==> config.mk <==
export PLATFORM = sky130hd
export DESIGN_NAME = div_iter
export DESIGN_NICKNAME = d
export VERILOG_FILES = /design/src/rtl/div_iter.sv
export SDC_FILE = /design/constraint.sdc
export NUM_CORES = 1
export LEC_CHECK = 0
export CAP_MARGIN = 20
export CELL_PAD_IN_SITES_DETAIL_PLACEMENT = 1
export CELL_PAD_IN_SITES_GLOBAL_PLACEMENT = 2
export CORE_AREA = 5 5 189 191
export CTS_BUF_LIST = sky130_fd_sc_hd__clkbuf_8
export DETAILED_ROUTE_END_ITERATION = 8
export DIE_AREA = 0 0 194 196
export PLACE_DENSITY_LB_ADDON = 0.1
export REMOVE_ABC_BUFFERS = 1
export SKIP_CTS_REPAIR_TIMING = 1
export SLEW_MARGIN = 20
export SYNTH_ARGS = -nofsm -noshare
export SYNTH_HDL_FRONTEND = slang
export SYNTH_SLANG_ARGS = --single-unit
export TNS_END_PERCENT = 20
==> constraint.sdc <==
create_clock -name clk -period 5.63 [get_ports clk]
set_input_delay 0.563 -clock clk [delete_from_list [all_inputs] [get_ports clk]]
set_output_delay 0.563 -clock clk [all_outputs]
set_load 0.05 [all_outputs]
==> src/rtl/div_iter.sv <==
// rtl/div_iter.sv - WIDTH-generic iterative radix-2 restoring divider
//
// One quotient bit per cycle, signed or unsigned. Divide-by-zero is flagged
// rather than trapped, and an operation can be aborted at any time before
// its result is presented.
//
// Optional feature macro: DIV_EARLY_OUT_EN
//   When defined, an operation whose dividend magnitude is smaller than a
//   non-zero divisor magnitude finishes in one cycle. It gives the same
//   result as the full iteration.
//
// Ports:
//   clk            clock; all state changes on the rising edge
//   rst            asynchronous active-high reset
//   signed_div_i   1 = two's-complement divide, 0 = unsigned
//   opdata1_i      dividend
//   opdata2_i      divisor
//   start_i        request; held high until ready_o is seen
//   annul_i        abort the current operation
//   result_o       {remainder, quotient}, valid while ready_o is high
//   ready_o        result valid
//   busy_o         iterating, or resolving a zero divisor
//   div_by_zero_o  qualifies ready_o when the divisor was zero

module div_iter #(
  parameter int WIDTH = 32
) (
  input  logic               clk,
  input  logic               rst,
  input  logic               signed_div_i,
  input  logic [WIDTH-1:0]   opdata1_i,
  input  logic [WIDTH-1:0]   opdata2_i,
  input  logic               start_i,
  input  logic               annul_i,
  output logic [2*WIDTH-1:0] result_o,
  output logic               ready_o,
  output logic               busy_o,
  output logic               div_by_zero_o
);

  localparam int CW = $clog2(WIDTH + 1);

  typedef enum logic [1:0] {ST_IDLE, ST_BY_ZERO, ST_ON, ST_END} state_t;

  state_t           state_q;
  logic [CW-1:0]    cnt_q;
  logic [WIDTH-1:0] rem_q;      // partial remainder
  logic [WIDTH-1:0] dvd_q;      // dividend bits shift out, quotient bits shift in
  logic [WIDTH-1:0] dvs_q;      // divisor magnitude
  logic             a_neg_q;
  logic             b_neg_q;

  // Operand conditioning; only used on the capture edge.
  logic             a_neg, b_neg;
  logic [WIDTH-1:0] a_mag, b_mag;

  assign a_neg = signed_div_i & opdata1_i[WIDTH-1];
  assign b_neg = signed_div_i & opdata2_i[WIDTH-1];
  assign a_mag = a_neg ? (~opdata1_i + 1'b1) : opdata1_i;
  assign b_mag = b_neg ? (~opdata2_i + 1'b1) : opdata2_i;

  // One restoring step. The partial remainder is always below the divisor,
  // so after the shift it is below twice the divisor and a successful trial
  // difference fits back into WIDTH bits.
  logic [WIDTH:0]   shifted, diff;
  logic             step_ok;
  logic [WIDTH-1:0] rem_d, quo_d;

  assign shifted = {rem_q, dvd_q[WIDTH-1]};
  assign diff    = shifted - {1'b0, dvs_q};
  assign step_ok = ~diff[WIDTH];
  assign rem_d   = step_ok ? diff[WIDTH-1:0] : shifted[WIDTH-1:0];
  assign quo_d   = {dvd_q[WIDTH-2:0], step_ok};

  // Sign fix-up of the finished magnitudes. a_neg_q/b_neg_q already include
  // the signed-mode qualifier. Most-negative / -1 wraps naturally here.
  logic [WIDTH-1:0] quo_fix, rem_fix;

  assign quo_fix = (a_neg_q ^ b_neg_q) ? (~dvd_q + 1'b1) : dvd_q;
  assign rem_fix = a_neg_q ? (~rem_q + 1'b1) : rem_q;

  always_ff @(posedge clk or posedge rst) begin
    if (rst) begin
      state_q       <= ST_IDLE;
      cnt_q         <= '0;
      rem_q         <= '0;
      dvd_q         <= '0;
      dvs_q         <= '0;
      a_neg_q       <= 1'b0;
      b_neg_q       <= 1'b0;
      result_o      <= '0;
      ready_o       <= 1'b0;
      busy_o        <= 1'b0;
      div_by_zero_o <= 1'b0;
    end else begin
      case (state_q)
        ST_IDLE: begin
          if (start_i && !annul_i) begin
            a_neg_q <= a_neg;
            b_neg_q <= b_neg;
            if (opdata2_i == '0) begin
              state_q <= ST_BY_ZERO;
              busy_o  <= 1'b1;
`ifdef DIV_EARLY_OUT_EN
            end else if (a_mag < b_mag) begin
              // Quotient is zero and the remainder is the untouched dividend.
              state_q  <= ST_END;
              ready_o  <= 1'b1;
              result_o <= {opdata1_i, {WIDTH{1'b0}}};
`endif
            end else begin
              state_q <= ST_ON;
              busy_o  <= 1'b1;
              cnt_q   <= '0;
              rem_q   <= '0;
              dvd_q   <= a_mag;
              dvs_q   <= b_mag;
            end
          end
        end

        ST_BY_ZERO: begin
          busy_o <= 1'b0;
          if (annul_i || !start_i) begin
            state_q <= ST_IDLE;
          end else begin
            state_q       <= ST_END;
            ready_o       <= 1'b1;
            div_by_zero_o <= 1'b1;
            result_o      <= '0;
          end
        end

        ST_ON: begin
          if (annul_i || !start_i) begin
            state_q <= ST_IDLE;
            busy_o  <= 1'b0;
          end else if (cnt_q == CW'(WIDTH)) begin
            state_q  <= ST_END;
            busy_o   <= 1'b0;
            ready_o  <= 1'b1;
            result_o <= {rem_fix, quo_fix};
          end else begin
            rem_q <= rem_d;
            dvd_q <= quo_d;
            cnt_q <= cnt_q + CW'(1);
          end
        end

        ST_END: begin
          // Hold the result until the requester lets go of start_i.
          if (!start_i) begin
            state_q       <= ST_IDLE;
            ready_o       <= 1'b0;
            div_by_zero_o <= 1'b0;
            result_o      <= '0;
          end
        end

        default: begin
          state_q <= ST_IDLE;
          busy_o  <= 1'b0;
          ready_o <= 1'b0;
        end
      endcase
    end
  end

endmodule

After elaboration in Yosys (flattened, before gate mapping):

Cells that the tools add are included.

* flip-flop bits (word level): 173
* bits in latches: 0
* bits in writable memories: 0
* memory bits (read-only): 0
* bits of input ports: 69
* output and inout bits: 67
* memories kept: 0

* add/sub/neg operators: 6
* multiply operators: 0
* div/mod/pow operators: 0
* magnitude comparators: 0
* eq/ne operators: 12
* shift-type cells: 0
* muxes and demuxes: 42
* bitwise logic cells: 9
* reductions and logical operators: 17

Operators by type and width (number)
* $mux 32: 13
* $mux 64: 4
* $pmux 64 s3: 1
* $add 32x1->32 const B: 4
* $not 32->32: 4
* $pmux 32 s2: 2
* $sub 33x32->33: 1
* $logic_not 32->1: 1
* $mux 6: 4
* $ne 2x2->1 const B: 7
* $mux 2: 6
* $pmux 6 s2: 1
* $reduce_and 3->1: 4
* $reduce_and 5->1: 2
* $pmux 2 s4: 1
* $mux 1: 7
* $add 6x1->6 const B: 1
* $eq 6x6->1 const B: 1
* $pmux 1 s3: 2
* $reduce_bool 3->1: 2
* $eq 2x2->1 const B: 2
* $reduce_bool 2->1: 2
* $ne 3x3->1 const B: 1
* $and 1x1->1: 2
* other kinds (9): 11

Longest topological paths before layout:

Gate-level depths: netlist of run 1.

* word-level depth: 6
* depth in mapped cells: 12
* gate-level depth less buffers: 11

Worst setup path before layout of run 1:

No wires, ideal clock.

* path type: flip-flop to flip-flop
* from: reg dvd_q[31]
* to: reg rem_q[23]
* library setup time: 0.134 ns
* data arrival time: 2.916 ns
* required time: 5.496 ns
* setup slack: 2.580 ns
* stages on the path, launching flop included: 13
* cell sequence: dfrtp_1 -> inv_1 -> ha_1 -> fa_1 -> nand2b_1 -> a21o_1 -> a2111o_1 -> a31oi_2 -> a221oi_4 -> xnor2_4 -> buf_4 -> mux2i_1 -> o21ai_0

* longest elaborated chain between the ends: 5

Ends and longest elaborated chain
* from (decl): RTL line 48 `logic [WIDTH-1:0] dvd_q;`
* from (signal assigned): RTL line 116 `dvd_q <= a_mag;`
* from (signal assigned): RTL line 145 `dvd_q <= quo_d;`
* $sub 33x32->33: RTL line 70 `assign diff = shifted - {1'b0, dvs_q};`
* $mux 32: RTL line 72 `assign rem_d = step_ok ? diff[WIDTH-1:0] : shifted[WIDTH-1:0];`
* $mux 32: RTL line 138 `end else if (cnt_q == CW'(WIDTH)) begin`
* $mux 32: RTL line 135 `if (annul_i || !start_i) begin`
* $pmux 32 s2: RTL line 96 `case (state_q)`
* to (signal assigned): RTL line 144 `rem_q <= rem_d;`
* to (decl): RTL line 47 `logic [WIDTH-1:0] rem_q;`

No other way between the ends. The select of a mux whose other input is x is not followed.
A chain may end at the register's enable or synchronous reset.

Worst setup path in the final report of run 1:

* from: reg dvd_q[31]
* to: reg rem_q[2]

Same word-level chain as after synthesis.

==> results of run 1 <==
-- cells by family after synthesis --
| kind of cell | after synthesis |
|---|---|
| AND/OR/NAND/NOR | 463 |
| AO/OA/AOI/OAI | 407 |
| flip-flops | 173 |
| XOR/XNOR | 149 |
| buffers and inverters | 136 |
| adder cells (fa/ha/maj) | 44 |
| multiplexers | 25 |
-- stage by stage --
stage          worst slack [ns]  total power (W)
2_1_floorplan            -0.162          0.00441
4_1_cts                    1.64          0.00661
5_1_grt                    1.42          0.00704
3_5_place_dp               1.60          0.00563
3_3_place_gp               1.69          0.00556
6_report                   1.65          0.00651
-- synth_stat cells, types with 13 or more instances --
library cell	number
xor2_1	78
nor2_1	102
mux2i_1	22
nand4_1	14
clkbuf_1	56
ha_1	43
a21oi_1	104
xnor2_1	70
o31ai_1	62
a31oi_1	14
dfrtp_1	173
inv_1	60
nor3_1	21
nand3_1	30
o211ai_1	13
nor4_1	15
nand2_1	210
o21ai_0	141
nand2b_1	15
-- flip-flops by register name, indices dropped and copies added, names as in the netlist --
signal	flops
result_o	64
cnt_q	6
a_neg_q	1
b_neg_q	1
dvs_q	32
busy_o	1
state_q	2
ready_o	1
dvd_q	32
rem_q	32
div_by_zero_o	1
-- metal layers --
| layer | wire length [um] | track usage | part of all wire | up-vias |
|---|---|---|---|---|
| li1 | - | - | - | 5116 |
| met3 | 766 | 0.0256 | 0.021 | 20 |
| met1 | 18100 | 0.267 | 0.49 | 5163 |
| met2 | 17300 | 0.312 | 0.48 | 115 |
| met5 | 0 | 0 | 0 | - |
| met4 | 333 | 0.0339 | 0.0091 | 0 |
-- area by class of cell --
| class | instances | area, um2 | area share |
|---|---|---|---|
| repair buffers | 150 | 1480 | 0.107 |
| clock inverters | 14 | 156 | 0.0113 |
| clock buffers | 18 | 248 | 0.0179 |
| inverters | 60 | 230 | 0.0166 |
| flip-flops and latches | 173 | 4330 | 0.313 |
| multi-input cells | 1088 | 6810 | 0.493 |
| well taps | 455 | 569 | 0.0412 |
-- worst register-to-register path: cells and delay by family (launching register included) --
family | cells | cell delay, ns
AOI/OAI and AO/OA | 5 | 1.30
xor gates and xnor gates | 1 | 0.75
adders and majority gates | 2 | 0.65
buffers and inverters | 2 | 0.40
DFF | 1 | 0.36
muxes | 1 | 0.20
and+or+nand+nor | 1 | 0.18
-- power by group --
part	switching, W	internal (W)	total, W
registers	0.000365	0.00162	0.00199
logic	0.00232	0.00124	0.00357
clock network	0.000536	0.000416	0.000951
-- worst min path at each step --
| stage | slack, ns | end | start | cells after the start |
|---|---|---|---|---|
| after floorplan | 0.48 | dvs_q[0]$_DFFE_PP0P_ | dvs_q[0]$_DFFE_PP0P_ | 1 |
| after global placement | 0.46 | result_o[34]$_DFFE_PP0P_ | result_o[34]$_DFFE_PP0P_ | 2 |
| after CTS | 0.49 | result_o[9]$_DFFE_PP0P_ | result_o[9]$_DFFE_PP0P_ | 2 |
| after detailed placement | 0.47 | result_o[56]$_DFFE_PP0P_ | result_o[56]$_DFFE_PP0P_ | 2 |
| final | 0.48 | result_o[9]$_DFFE_PP0P_ | result_o[9]$_DFFE_PP0P_ | 2 |
| after global routing | 0.51 | result_o[54]$_DFFE_PP0P_ | result_o[54]$_DFFE_PP0P_ | 2 |
==> metrics.md, run 1 <==
| Metric | Value |
|---|---|
| Outcome | `completed` |
| Die area | `about 38000 um2` |
| RR Startpoint | `dvd_q[31]$_DFFE_PP0P_` |
| Initial core utilization | `0.343` |
| Routed len/inst | `~19 um` |
| Root Buffer | `clkbuf_8` |
| FF+latch count, synth | `173` |
| Count of final hold-check violations | `0` |
| Area fraction of the dominant cell type after synthesis | `0.371` |
| Clock sinks | `approximately 170` |
| Finished Layout Cells | `1958` |
| Synth area leader | `dfrtp_1` |
| Worst R2R End | `rem_q[2]$_DFFE_PP0P_` |
| Vias per inst | `about 5.3` |
| Synth Instances | `between 1000 and 1500` |
| Final setup fails | `0` |
| Worst EP required | `~6 ns` |
| Initial antenna violation count | `1` |
| Antenna-violating nets left | `0` |
| Final core occ | `0.407` |
| GRT Overall Usage | `0.188` |
| Top cells by area, synth | `dfrtp_1 37%, nand2_1 6.8%, o21ai_0 6.1%` |
| CTS H-tree depth | `4` |
| Slew @ Worst Pin | `~1.0 ns` |
| Critical path origin | `dvd_q[31]$_DFFE_PP0P_` |
| Iter 0 DRT Violations | `~540` |
| Min Hold Slack | `slightly below 0.5 ns` |
| Synth async-reset ratio | `1.00` |
| R2R depth | `12` |
| Post-DP HPWL | `between 20000 and 30000 um` |
| Port bufs | `135` |
| Max IR drop VDD | `0.275 mV` |
| Core area | `roughly 34000 um2` |
| Max clock buf depth | `2` |
| Ys flop type | `dfrtp_1` |
| Vias in the first global route | `10500` |
| Area growth, synth to finish | `18.6%` |
| Crit path max-delay family | `compound AO/OA/AOI/OAI gates` |
| Die width | `between 150 and 200 um` |
| Sequential cell area fraction in the yosys report | `0.371` |
| RSZ-0062 raised after global routing | `no` |
| Reg-to-reg slack, setup | `approximately 1.6 ns` |
| Area after DPL | `13400 um2` |
| Grt ovf | `0` |
| Design area | `~14000 um2` |
| Clock slew at reported path FFs | `roughly 0.12 ns` |
| EDFF count, synth | `0` |
| Setup TNS | `0 ns` |
| CP max stage delay | `between 0.7 and 0.8 ns` |
| Largest family of logic cells by synthesized area | `compound AO/OA/AOI/OAI gates` |
| CP max FO | `22` |
| WP buf/inv | `2` |
| Xor/xnor cell area share of the yosys netlist | `0.114` |
| Max Clock Freq | `about 0.25 GHz` |
| Boundary pin count | `about 140` |
| Type of the worst setup path | `reg -> reg` |
| Share of cells above drive strength 1 | `0.0492` |
| Final Max Tran Viols | `0` |
| Die Span Y | `around 200 um` |
| Critical-path cell list | `inv_1 -> ha_1 -> fa_1 -> nand2b_1 -> a21o_1 -> a2111o_1 -> a31oi_2 -> a221oi_4 -> xnor2_4 -> buf_4 -> mux2i_1 -> o21ai_0` |
| CP arrival | `around 4.3 ns` |
| Slowest CP cell | `xnor2_4` |
| Hold WC Path Type | `reg -> reg` |
| CTS Buf Count | `17` |
| Antenna cell count | `0` |
| Worst clock skew | `approximately 0.026 ns` |
| Crit path launch type | `flop` |
| Yosys cell types | `slightly below 70` |
| Detailed-route via count | `10400` |
| Total wire length | `around 37000 um` |
| Netlist Area Pre-Place | `roughly 12000 um2` |
| Synthesized area per cell | `8.34 um2` |
| Nets | `roughly 1600` |
| Placed cells | `between 1500 and 2000` |
| Post-synthesis compound-gate area fraction | `0.216` |
| Worst-Skew Late Latency | `~0.5 ns` |
| WP depth | `12` |
| Final min period | `between 3 and 4 ns` |
| Commonest non-fill, non-tap cell in the layout | `nand2_1` |
| PwrDens | `471 nW/um2` |
| Number of fill cells | `between 3000 and 4000` |
| Largest net degree at the start of global routing | `between 90 and 100` |
| Yosys warning count | `0` |
| Post-synthesis simple-gate area fraction | `0.183` |
| Commonest non-fill, non-tap cells in the layout | `210 x nand2_1, 172 x dfrtp_1, 141 x o21ai_0, 135 x clkdlybuf4s50_1, 103 x a21oi_1` |
| Max Cap Viol | `0` |
| Final GP Congestion | `0.779` |
| Setup crit end | `rem_q[2]$_DFFE_PP0P_` |
| Final period utilization | `0.707` |
| TritonCTS clock tree | `built` |
| Num rows | `68` |
| Relative slew slack | `0.328` |
| First-pass GRT wire length | `58700 um` |
| Crit path capture type | `flop` |
| Adder-cell share of the synthesized area | `0.0479` |
| Pleak | `5.71 nW` |
| Mux cell area share after synthesis | `0.0218` |
| Drt pass-1 iters | `4` |
| DRC | `0` |
Power figures use the tool's default switching activity.
==> inputs of run 2 (changes only) <==
clock period = 4 ns   (was 5.63 ns; I/O delays follow)
==> run 2 against run 1 <==
- register-to-register slack lost 1.1 ns
- routed wire length up 0.88%
- largest cell class unchanged
- total power increased by 42%
- design area increased by 0.49%
- non-clock buffer count is 4 higher
- die area stayed put
- core utilization increased by 0.20 points
==> metrics.md, run 2 (synthesized netlist as in run 1, its figures left out) <==
| Metric | Value |
|---|---|
| Crit path launch type | `flop` |
| Die width | `194 um (unchanged)` |
| CP arrival | `3.89 ns (-0.44 ns)` |
| Max clock buf depth | `2 (unchanged)` |
| Vias per inst | `5.29 (-0.55%)` |
| Vias in the first global route | `10800 (+2.4%)` |
| Root Buffer | `clkbuf_8` |
| Core area | `33900 um2 (unchanged)` |
| Worst-Skew Late Latency | `0.49 ns (about the same)` |
| Final setup fails | `0 (unchanged)` |
| CP max FO | `17 (-23%)` |
| Min Hold Slack | `0.447 ns (-0.0371 ns)` |
| GRT Overall Usage | `0.193 (+0.00447)` |
| Hold WC Path Type | `in -> async` |
| RSZ-0062 raised after global routing | `no` |
| Setup crit end | `rem_q[1]$_DFFE_PP0P_` |
| Share of cells above drive strength 1 | `0.0518 (+0.00256)` |
| Clock slew at reported path FFs | `0.10 ns (-0.02 ns)` |
| Reg-to-reg slack, setup | `0.50 ns (-1.15 ns)` |
| Power Total | `0.00923 W (+42%)` |
| Commonest non-fill, non-tap cell in the layout | `nand2_1` |
| Max IR drop VDD | `0.377 mV (+37%)` |
| Detailed-route via count | `10400 (-0.39%)` |
| TritonCTS clock tree | `built` |
| Final Max Tran Viols | `0 (unchanged)` |
| CTS Buf Count | `17 (unchanged)` |
| Post-DP HPWL | `27700 um (+1.8%)` |
| Commonest non-fill, non-tap cells in the layout | `210 x nand2_1, 172 x dfrtp_1, 141 x o21ai_0, 135 x clkdlybuf4s50_1, 103 x a21oi_1` |
| Critical path origin | `dvd_q[31]$_DFFE_PP0P_` |
| PwrDens | `664 nW/um2 (+41%)` |
| Area growth, synth to finish | `19.2%` |
| Worst EP required | `4.39 ns (-1.59 ns)` |
| WP buf/inv | `2 (unchanged)` |
| Clock sinks | `173 (unchanged)` |
| Worst clock skew | `0.0209 ns (-0.00483 ns)` |
| WP depth | `12 (unchanged)` |
| Nets | `1607 (+0.25%)` |
| Final GP Congestion | `0.789 (+1.2%)` |
| Max reg flops | `64 (unchanged)` |
| Crit path max-delay family | `compound AO/OA/AOI/OAI gates` |
| Outcome | `completed` |
| Critical-path cell list | `inv_1 -> ha_1 -> fa_1 -> nand2b_1 -> a21o_1 -> a2111o_1 -> a31oi_2 -> a221oi_4 -> xor2_1 -> buf_4 -> or4_1 -> o311ai_1` |
| Slowest CP cell | `a2111o_1` |
| Num rows | `68 (unchanged)` |
| Die Span Y | `196 um (unchanged)` |
| Antenna-violating nets left | `0 (unchanged)` |
| Final min period | `3.50 ns (-0.482 ns)` |
| Grt ovf | `0 (unchanged)` |
| Antenna cell count | `0 (unchanged)` |
| Initial core utilization | `0.343 (unchanged)` |
| R2R depth | `12 (unchanged)` |
| Slew @ Worst Pin | `0.882 ns (-0.127 ns)` |
| Routed len/inst | `18.8 um (+0.72%)` |
| Die area | `38000 um2 (unchanged)` |
| Max Cap Viol | `0 (unchanged)` |
| Pre-CTS WS | `0.465 ns (-1.13 ns)` |
| Largest net degree at the start of global routing | `88 (-11%)` |
| Relative slew slack | `0.411 (+0.0830)` |
| Type of the worst setup path | `reg -> reg` |
| CTS H-tree depth | `4 (unchanged)` |
| Max Clock Freq | `0.286 GHz (+14%)` |
| Crit path capture type | `flop` |
| Pleak | `5.74 nW (+0.54%)` |
| Boundary pin count | `136 (unchanged)` |
| CP max stage delay | `0.45 ns (-0.30 ns)` |
| Count of final hold-check violations | `0 (unchanged)` |
| Worst R2R End | `rem_q[1]$_DFFE_PP0P_` |
| Iter 0 DRT Violations | `460 (-14%)` |
| Final worst setup slack | `0.501 ns (-1.15 ns)` |
| First-pass GRT wire length | `60000 um (+2.2%)` |
| Finished Layout Cells | `1961 (+0.15%)` |
| Drt pass-1 iters | `5 (+1)` |
| Final core occ | `0.409 (+0.00199)` |
| Largest Register | `result_o` |
| RR Startpoint | `dvd_q[31]$_DFFE_PP0P_` |
| Placed cells | `1930 (+0.21%)` |
| Port bufs | `135 (unchanged)` |
| DRC | `0 (unchanged)` |
| Total wire length | `36800 um (+0.88%)` |
| Final period utilization | `0.875 (+0.168)` |
| Initial antenna violation count | `0 (-1)` |
[run 2: changes by cell type in the layout (fill, tap and decap cells not counted), sizes merged]
cell	delta
inv	-5
bufinv	+1
clkbuf	+1
buf	+4
clkinv	+2
[run 2: metrics by stage]
step                      instance area, um2  TNS (ns)
after global routing                   13900         0
after global placement                 13500         0
final                                  13900         0
after floorplan                        11300   -368.74
after detailed placement               13500         0
after CTS                              13900         0
[run 2: cell type report]
cell class	count	area, um2
sequential	173	4330
timing repair buffer	154	1530
fill	4037	20000
multi-input combinational	1088	6810
tap	455	569
clock buffer	19	262
clock inverter	12	163
inverter	60	230
[run 2: worst min-delay path by stage]
stage	start	end
after detailed placement	result_o[26]$_DFFE_PP0P_	result_o[26]$_DFFE_PP0P_
after floorplan	dvs_q[0]$_DFFE_PP0P_	dvs_q[0]$_DFFE_PP0P_
final	rst	result_o[11]$_DFFE_PP0P_
after CTS	rst	result_o[15]$_DFFE_PP0P_
after global placement	result_o[8]$_DFFE_PP0P_	result_o[8]$_DFFE_PP0P_
after global routing	rst	result_o[15]$_DFFE_PP0P_
[run 2: power breakdown]
group / internal, W / switching, W / total (W) / leakage, nW
combinational: 0.00177 / 0.00328 / 0.00505 / 3.28
sequential: 0.00228 / 0.000523 / 0.00281 / 2.26
clock: 0.000654 / 0.000722 / 0.00138 / 0.209
[run 2: per-layer routing]
layer / share of wire / vias up / GRT usage
met1: 0.49 / 5154 / 0.272
li1: - / 5109 / -
met2: 0.48 / 92 / 0.322
met3: 0.021 / 18 / 0.0280
met5: 0 / - / 0
met4: 0.0065 / 0 / 0.0292
==> inputs of run 3 (changes only) <==
ABC_AREA = 1   (was default)
CORE_AREA = 5 5 213 215   (was 5 5 189 191)
DIE_AREA = 0 0 218 220   (was 0 0 194 196)
SKIP_LAST_GASP = 1   (was default)
==> run 3 against run 2 <==
- maximum frequency grew 18%
- highest routed layer unchanged
- routed wire length grew 39%
- final cell count grew 46%
- sequential cell count is the same
- die area grew 26%
- design area grew 14%
- non-clock buffer count shrank 2
==> metrics.md, run 3 <==
| Metric | Value |
|---|---|
| Outcome | `completed` |
| Largest family of logic cells by synthesized area | `simple AND/OR/NAND/NOR gates` |
| Count of final hold-check violations | `0 (unchanged)` |
| CTS Buf Count | `17 (unchanged)` |
| Multi-input gate area | `7780 um2 (+14%)` |
| Critical-path cell list | `inv_1 -> ha_1 -> inv_2 -> nor2_1 -> a21oi_1 -> nand4_4 -> nor2_2 -> o21ai_0 -> nand3_1` |
| Die Span Y | `220 um (+12%)` |
| Commonest cells in the netlist | `745 x nand2_1, 306 x inv_1, 214 x nand3_1` |
| Worst clock skew | `0.0212 ns (+0.000268 ns)` |
| Largest Register | `result_o` |
| CTS H-tree depth | `4 (unchanged)` |
| Synth area leader | `dfrtp_1` |
| Min Hold Slack | `0.299 ns (-0.149 ns)` |
| Setup TNS | `0 ns (unchanged)` |
| GRT Overall Usage | `0.214 (+0.0209)` |
| Die area | `48000 um2 (+26%)` |
| Top cells by area, synth | `dfrtp_1 32%, nand2_1 21%, inv_1 8.5%` |
| Iter 0 DRT Violations | `771 (+68%)` |
| CP max stage delay | `0.91 ns (+0.46 ns)` |
| Yosys cell types | `44 (-35%)` |
| Reg-to-reg slack, setup | `1.04 ns (+0.54 ns)` |
| Final setup fails | `0 (unchanged)` |
| Antenna-violating nets left | `0 (unchanged)` |
| Critical path origin | `state_q[0]$_DFFE_PP0P_` |
| Commonest non-fill, non-tap cells in the layout | `744 x nand2_1, 305 x inv_1, 214 x nand3_1, 175 x nor2_1, 173 x dfrtp_1` |
| Vias in the first global route | `14200 (+32%)` |
| Vias per inst | `4.87 (-7.9%)` |
| Max clock buf depth | `2 (unchanged)` |
| Core area | `43500 um2 (+28%)` |
| FF+latch count, synth | `173 (unchanged)` |
| CP arrival | `3.40 ns (-0.49 ns)` |
| Area growth, synth to finish | `17.1%` |
| Slowest CP cell | `nor2_2` |
| Final core occ | `0.365 (-0.0440)` |
| RSZ-0062 raised after global routing | `no` |
| Grt ovf | `0 (unchanged)` |
| Die width | `218 um (+12%)` |
| DRC | `0 (unchanged)` |
| Worst R2R End | `dvd_q[28]$_DFFE_PP0P_` |
| RR Startpoint | `state_q[0]$_DFFE_PP0P_` |
| Port bufs | `135 (unchanged)` |
| Yosys warning count | `0 (unchanged)` |
| Reg area | `4330 um2 (about the same)` |
| Num rows | `77 (+13%)` |
| Crit path capture type | `flop` |
| Area fraction of the dominant cell type after synthesis | `0.319 (-0.0527)` |
| Routed len/inst | `17.9 um (-4.5%)` |
| Post-synthesis compound-gate area fraction | `0.0988 (-0.117)` |
| R2R depth | `9 (-3)` |
| Final period utilization | `0.740 (-0.135)` |
| Number of fill cells | `5697 (+41%)` |
| WP buf/inv | `2 (unchanged)` |
| Clock sinks | `173 (unchanged)` |
| Type of the worst setup path | `reg -> reg` |
| Post-DP HPWL | `41800 um (+51%)` |
| Max Clock Freq | `0.338 GHz (+18%)` |
| Slew @ Worst Pin | `1.04 ns (+0.161 ns)` |
| Total wire length | `51400 um (+39%)` |
| Max Cap Viol | `0 (unchanged)` |
| WP depth | `9 (-3)` |
| EDFF count, synth | `0 (unchanged)` |
| Post-synthesis simple-gate area fraction | `0.379 (+0.195)` |
| Crit path launch type | `flop` |
| Setup crit end | `dvd_q[28]$_DFFE_PP0P_` |
| Ys flop type | `dfrtp_1` |
| Clock slew at reported path FFs | `0.12 ns (+0.02 ns)` |
| Synth Instances | `2148 (+54%)` |
| Final min period | `2.96 ns (-0.539 ns)` |
| Final GP Congestion | `0.898 (+14%)` |
| Crit path max-delay family | `simple AND/OR/NAND/NOR gates` |
| Adder-cell share of the synthesized area | `0.0411 (-0.00679)` |
| TritonCTS clock tree | `built` |
| Synth async-reset ratio | `1.00 (unchanged)` |
| Max reg flops | `64 (unchanged)` |
| Initial antenna violation count | `0 (unchanged)` |
| Initial core utilization | `0.312 (-0.0314)` |
| Count leader, synth | `nand2_1` |
| Mux cell area share after synthesis | `0 (-0.0218)` |
| Sequential cell area fraction in the yosys report | `0.319 (-0.0527)` |
| Final Max Tran Viols | `0 (unchanged)` |
| Nets | `2371 (+48%)` |
| CP max FO | `21 (+4)` |
| First-pass GRT wire length | `80700 um (+34%)` |
| Synthesized area per cell | `6.32 um2 (-24%)` |
| Commonest non-fill, non-tap cell in the layout | `nand2_1` |
| Netlist Area Pre-Place | `13600 um2 (+17%)` |
| Boundary pin count | `136 (unchanged)` |
| Detailed-route via count | `14000 (+35%)` |
| Xor/xnor cell area share of the yosys netlist | `0.0529 (-0.0607)` |
| Share of cells above drive strength 1 | `0.0374 (-0.0144)` |
| Largest net degree at the start of global routing | `59 (-33%)` |
| Drt pass-1 iters | `5 (unchanged)` |
| Relative slew slack | `0.304 (-0.107)` |
| Root Buffer | `clkbuf_8` |
| Worst-Skew Late Latency | `0.51 ns (+0.02 ns)` |
| Worst EP required | `4.44 ns (+0.05 ns)` |
| Hold WC Path Type | `in -> async` |
run 3: cell count changes after synthesis, moves of 15 or more:
cell,previous run,this run
o31ai_1,62,10
nand2_1,210,745
nand2b_1,15,0
nor2_1,102,175
xor2_1,78,63
inv_1,60,306
nand3_1,30,214
xnor2_1,70,19
a21oi_1,104,62
clkbuf_1,56,24
mux2i_1,22,0
run 3: cell type report:
cell class                 instances  area share
multi-input combinational       1602       0.489
sequential                       173       0.272
timing repair buffer             152      0.0945
inverter                         312      0.0739
tap                              592      0.0466
clock buffer                      17      0.0147
clock inverter                    15     0.00912
antenna                            1    0.000157
run 3: worst min path at each step:
stage	from	to	slack (ns)	cells after the start
after floorplan	dvs_q[22]$_DFFE_PP0P_	dvs_q[22]$_DFFE_PP0P_	0.45	2
after global placement	dvs_q[22]$_DFFE_PP0P_	dvs_q[22]$_DFFE_PP0P_	0.47	2
after detailed placement	dvs_q[28]$_DFFE_PP0P_	dvs_q[28]$_DFFE_PP0P_	0.47	2
after CTS	rst	result_o[34]$_DFFE_PP0P_	0.29	2
after global routing	rst	result_o[37]$_DFFE_PP0P_	0.34	2
final	rst	result_o[34]$_DFFE_PP0P_	0.30	2
run 3: layer usage:
metal	vias up	GRT usage	share of wire
met5	-	0	0
met4	0	0.0477	0.015
met3	34	0.0205	0.024
met2	176	0.339	0.45
met1	6758	0.316	0.52
li1	6985	-	-
run 3: kinds of logic after synthesis:
| logic type | count (synthesis) |
|---|---|
| adders and majority gates | 44 |
| xor gates and xnor gates | 82 |
| AOI/OAI and AO/OA | 247 |
| DFF | 173 |
| and+or+nand+nor | 1229 |
| buffers and inverters | 373 |
run 3: stage by stage:
stage	instance area [um2]	setup slack, ns	cells
global placement	15500	0.788	2831
finish	15900	1.04	2864
floorplan	13300	-1.09	2087
CTS	15900	1.02	2863
detailed placement	15500	0.669	2831
global route	15900	0.786	2863
Power of run 3 is not shown: default switching activity piles up to over one toggle a cycle in this logic, so the estimate is an artifact.
